### config.mk
export PLATFORM = sky130hd
export DESIGN_NAME = rob_commit_out
export DESIGN_NICKNAME = d
export VERILOG_FILES = /design/src/rtl/rob_commit_pkg.sv /design/src/rtl/rob_ptr_ctrl.sv /design/src/rtl/rob_commit_out.sv
export SDC_FILE = /design/constraint.sdc
export NUM_CORES = 2
export LEC_CHECK = 0
export CORE_ASPECT_RATIO = 0.7
export CORE_MARGIN = 5
export CORE_UTILIZATION = 26
export DETAILED_ROUTE_END_ITERATION = 8
export GPL_ROUTABILITY_DRIVEN = 0
export GPL_TIMING_DRIVEN = 0
export PLACE_DENSITY_LB_ADDON = 0.25
export SKIP_LAST_GASP = 1
export SLEW_MARGIN = 20
export SYNTH_ARGS = -nofsm -noshare
export SYNTH_HDL_FRONTEND = slang
export SYNTH_SLANG_ARGS = --single-unit
### constraint.sdc
create_clock -name clk -period 7.6 [get_ports clk]
set_input_delay 1.9 -clock clk [delete_from_list [all_inputs] [get_ports clk]]
set_output_delay 1.9 -clock clk [all_outputs]
set_load 0.005 [all_outputs]
### src/rtl/rob_commit_pkg.sv
// rob_commit_pkg: shared ROB entry/output types and default widths
package rob_commit_pkg;
    localparam int ROB_DEPTH  = 16;
    localparam int ROB_PC_W   = 32;
    localparam int ROB_DATA_W = 32;
    localparam int ROB_DEST_W = 5;

    typedef struct packed {
        logic                  valid;
        logic                  done;
        logic                  exc;
        logic [ROB_PC_W-1:0]   pc;
        logic [ROB_DEST_W-1:0] dest;
        logic [ROB_DATA_W-1:0] data;
    } rob_entry_t;

    typedef struct packed {
        logic                  valid;
        logic [ROB_PC_W-1:0]   pc;
        logic [ROB_DEST_W-1:0] dest;
        logic [ROB_DATA_W-1:0] data;
        logic                  exc;
    } rob_out_t;
endpackage

### src/rtl/rob_ptr_ctrl.sv
// rob_ptr_ctrl: head/tail pointers with wrap bit, full/empty/count
module rob_ptr_ctrl #(
    parameter int IDX_W = 4
) (
    input  logic             clk,
    input  logic             rst_n,
    input  logic             flush,
    input  logic             inc_head,
    input  logic             inc_tail,
    output logic [IDX_W-1:0] head_idx,
    output logic [IDX_W-1:0] tail_idx,
    output logic             full,
    output logic             empty,
    output logic [IDX_W:0]   count
);
    logic [IDX_W:0] head, tail;

    always_ff @(posedge clk or negedge rst_n) begin
        if (!rst_n) begin
            head <= '0;
            tail <= '0;
        end else if (flush) begin
            head <= '0;
            tail <= '0;
        end else begin
            if (inc_head) head <= head + 1'b1;
            if (inc_tail) tail <= tail + 1'b1;
        end
    end

    assign head_idx = head[IDX_W-1:0];
    assign tail_idx = tail[IDX_W-1:0];
    assign empty    = head == tail;
    assign full     = (head_idx == tail_idx) && (head[IDX_W] != tail[IDX_W]);
    assign count    = tail - head;
endmodule

### src/rtl/rob_commit_out.sv
// rob_commit_out: ROB entry array with dispatch, out-of-order writeback and in-order commit port
module rob_commit_out
    import rob_commit_pkg::*;
#(
    parameter int DEPTH  = ROB_DEPTH,
    parameter int PC_W   = ROB_PC_W,
    parameter int DATA_W = ROB_DATA_W,
    parameter int DEST_W = ROB_DEST_W
) (
    input  logic                     clk,
    input  logic                     rst_n,
    input  logic                     flush,
    input  logic                     alloc_valid,
    output logic                     alloc_ready,
    input  logic [PC_W-1:0]          alloc_pc,
    input  logic [DEST_W-1:0]        alloc_dest,
    output logic [$clog2(DEPTH)-1:0] alloc_id,
    input  logic                     wb_valid,
    input  logic [$clog2(DEPTH)-1:0] wb_id,
    input  logic [DATA_W-1:0]        wb_data,
    input  logic                     wb_exc,
    output logic                     out_valid,
    input  logic                     out_ready,
    output logic [$clog2(DEPTH)-1:0] out_id,
    output logic [PC_W-1:0]          out_pc,
    output logic [DEST_W-1:0]        out_dest,
    output logic [DATA_W-1:0]        out_data,
    output logic                     out_exc,
    output logic [$clog2(DEPTH):0]   count,
    output logic                     wb_err
);
    localparam int IDX_W = $clog2(DEPTH);

    rob_entry_t ent [DEPTH];
    rob_entry_t head_e, wb_e;
    rob_out_t   o;
    logic [IDX_W-1:0] head_idx, tail_idx;
    logic full, empty, alloc_fire, wb_ok, commit;

    rob_ptr_ctrl #(.IDX_W(IDX_W)) u_ptr (
        .clk      (clk),
        .rst_n    (rst_n),
        .flush    (flush),
        .inc_head (commit),
        .inc_tail (alloc_fire),
        .head_idx (head_idx),
        .tail_idx (tail_idx),
        .full     (full),
        .empty    (empty),
        .count    (count)
    );

    assign head_e      = ent[head_idx];
    assign wb_e        = ent[wb_id];
    assign alloc_ready = !full;
    assign alloc_id    = tail_idx;
    assign alloc_fire  = alloc_valid && alloc_ready;
    assign wb_ok       = wb_valid && wb_e.valid && !wb_e.done;
    assign o           = '{valid: !empty && head_e.valid && head_e.done, pc: head_e.pc,
                           dest: head_e.dest, data: head_e.data, exc: head_e.exc};
    assign commit      = o.valid && out_ready;
    assign out_valid   = o.valid;
    assign out_id      = head_idx;
    assign out_pc      = o.pc;
    assign out_dest    = o.dest;
    assign out_data    = o.data;
    assign out_exc     = o.exc;

    // Commit, writeback and alloc never target the same entry in one cycle
    always_ff @(posedge clk or negedge rst_n) begin
        if (!rst_n) begin
            for (int i = 0; i < DEPTH; i++) ent[i] <= '0;
            wb_err <= 1'b0;
        end else if (flush) begin
            for (int i = 0; i < DEPTH; i++) begin
                ent[i].valid <= 1'b0;
                ent[i].done  <= 1'b0;
            end
        end else begin
            if (commit) begin
                ent[head_idx].valid <= 1'b0;
                ent[head_idx].done  <= 1'b0;
            end
            if (wb_ok) begin
                ent[wb_id].done <= 1'b1;
                ent[wb_id].data <= wb_data;
                ent[wb_id].exc  <= wb_exc;
            end else if (wb_valid) begin
                wb_err <= 1'b1;
            end
            if (alloc_fire)
                ent[tail_idx] <= '{valid: 1'b1, done: 1'b0, exc: 1'b0, pc: alloc_pc,
                                   dest: alloc_dest, data: '0};
        end
    end
endmodule

==> qor.yml <==
yosysSeqAreaShare_pct: 55.5
synth_edf_count: 0
placed_cells: 6188
drt-total-wl_mm: 181
clock_skew_ps: 73.9
cts-buffers-inserted: 117
reg2reg_to: "ent[1062]"
drive_gt1_share_pct: 35.6
area_delta_synth_final_pct: 17.5
crit_start: "u_ptr.head[1]"
drt_drc_violations_left: 0
period_minus_slack_ps: 7340
finalHoldViolCount: 0
reg2reg_from: "u_ptr.head[1]"
post-cts-setup-buffers: 0
cts_resized: 0
worst-path-max-fanout: 10
avgSynthCellArea_sq_um: 15.4
wire_per_inst_microns: 28.2
cp.required_ps: 5700
initial_core_util_pct: 26.2
slew_violations: 0
synth_area_sq_mm: 0.0524
io_buffers: 131
cts.path.max_buffers: 3
overflow: 0
yosysTopAreaCellShare_pct: 55.5
power.density_mw_per_mm2: 232
slew_headroom_pct: 18.4
dr.pass1.iters: 5
ys_types: 66
yosys-top-cells-area: "dfrtp_1 (56%), mux4_2 (16%), mux2_2 (13%), a22o_1 (7.7%), clkbuf_1 (1.2%)"
grt_pass1_wl_mm: 262
finalCritPeriodShare_pct: 96.6
die_w_microns: 547
setup_viol: 0
worstSkewPairLatency_ps: 790
core_area_sq_mm: 0.200
critical_path_arrival_ps: 5440
synth_cells: 3406
fin_setup_tns_ps: 0
drv_cap: 0
ys.flop_type: "dfrtp_1"
outcome: "finished, final reports clean"
synth_top_cells_by_count: "dfrtp_1 (1163), mux2_2 (594), a22o_1 (463)"
ys_warn_count: 0
leakagePower_uw: 0.0269
cts-root-buf: "clkbuf_16"
max_freq_ghz: 0.136
dieArea_sq_mm: 0.211
final_nets: 3760
critPathLaunchType: "register"
final_cells: 6414
drt-initial-drc-count: 3102
die_h_microns: 386
worstHoldPathType: "reg -> reg"
cts.clk_slew.worst_paths_ps: 70
ff2ff_path_depth: 15
pin_count: 166
h-tree-depth: 3
syn-num-nets: 3499
antenna_found_initial: 27
rsz0062_at_grt: "no"
dpl.hpwl_mm: 124
vias_per_cell: 5.22
cts_sinks: 1163
vias: 33500
grt_pass1_vias: 34400
worstMarginPinSlew_ps: 1220
r2r_setup_slack_ps: 1320
worstSetupPathType: "reg -> out"
ant_nets: 0
hold_buffers: 0
track_usage_pct: 16.9
grt_max_degree: 136
yosys.area.top_type: "dfrtp_1"
rows: 137
endpoint: "out_data[24]"
synthArstFlopShare_pct: 100
synth_seq_cells: 1163
cp-end-kind: "primary output"
cts_tree: "done"
ir_worst_vdd_mv: 0.219
yosysMostFrequentCell: "dfrtp_1"
==> state kept, by name, indices dropped and copies added (netlist names) <==
register	cells
u_ptr.tail	5
ent	1152
wb_err	1
u_ptr.head	5
==> critical path, stage by stage, from the launching register on <==
cell and delay (ps):
dfrtp_1 640, buf_4 280, buf_2 300, buf_2 370
buf_2 620, buf_1 960, mux4_2 470, mux4_2 560
clkdlybuf4s50_1 480
==> stage by stage <==
| step | power, uW | area (sq um) | setup slack [ps] | util (%) | hold WS (ps) |
|---|---|---|---|---|---|
| 2_1_floorplan | 7490 | 52400 | 3230 | - | 451 |
| 3_3_place_gp | 8110 | 57000 | -50930 | 28.5 | 467 |
| 3_5_place_dp | 8090 | 57400 | 1100 | 28.7 | 468 |
| 4_1_cts | 14500 | 61500 | 268 | 30.8 | 488 |
| 5_1_grt | 14800 | 61600 | 197 | 30.8 | 500 |
| 6_report | 14300 | 61600 | 255 | 30.8 | 486 |
==> worst min-delay path by stage <==
stage | from | to | slack (ps) | cells after the start
floorplan | ent[362] | ent[362] | 450 | 1
global placement | ent[894] | ent[894] | 470 | 1
detailed placement | ent[384] | ent[384] | 470 | 1
CTS | ent[384] | ent[384] | 490 | 1
global route | ent[873] | ent[873] | 500 | 1
finish | ent[363] | ent[363] | 490 | 1
==> cells by family after synthesis <==
family | share of synthesized area [%]
xor+xnor | 0.148
mux | 28.6
simple gates | 2.34
fa+ha+maj | 0.325
buf+inv | 2.94
flops | 55.5
compound gates | 10.1
==> cells in the final DEF (no fill, tap or decap), types with 27 or more instances in the layout <==
cell / count
dfrtp_1: 1163
mux2_2: 594
a22o_1: 463
mux4_2: 363
clkbuf_1: 161
clkdlybuf4s50_1: 130
clkbuf_16: 117
buf_2: 113
nor2_1: 96
nand2_1: 70
buf_1: 67
o2bb2ai_1: 66
clkinv_2: 32
clkbuf_8: 27
==> power breakdown <==
part	switching [uW]	total, uW	internal, uW
Clock	2740	6340	3600
Sequential	187	6750	6570
Combinational	582	1210	630
Total	3510	14300	10800
==> per-layer routing <==
layer	track usage, %	share of wire (%)	vias to the layer above	wire length, microns
met5	0	0.024	-	44
met4	3.43	2.1	8	3730
met3	3.96	6.6	242	12000
met2	24.9	43	1133	78200
met1	25.4	48	18400	87100
li1	-	-	13700	-
==> cell type report <==
class | count | area (sq um)
Timing Repair Buffer | 142 | 1600
Multi-Input combinational cell | 1873 | 21800
Inverter | 15 | 56.3
Sequential cell | 1163 | 29100
Fill cell | 19800 | 138000
Clock inverter | 62 | 842
Antenna cell | 4 | 10.0
Buffer | 355 | 1540
Tap cell | 2641 | 3300
Clock buffer | 159 | 3360
No activity file was read; power rests on OpenSTA's default activity.
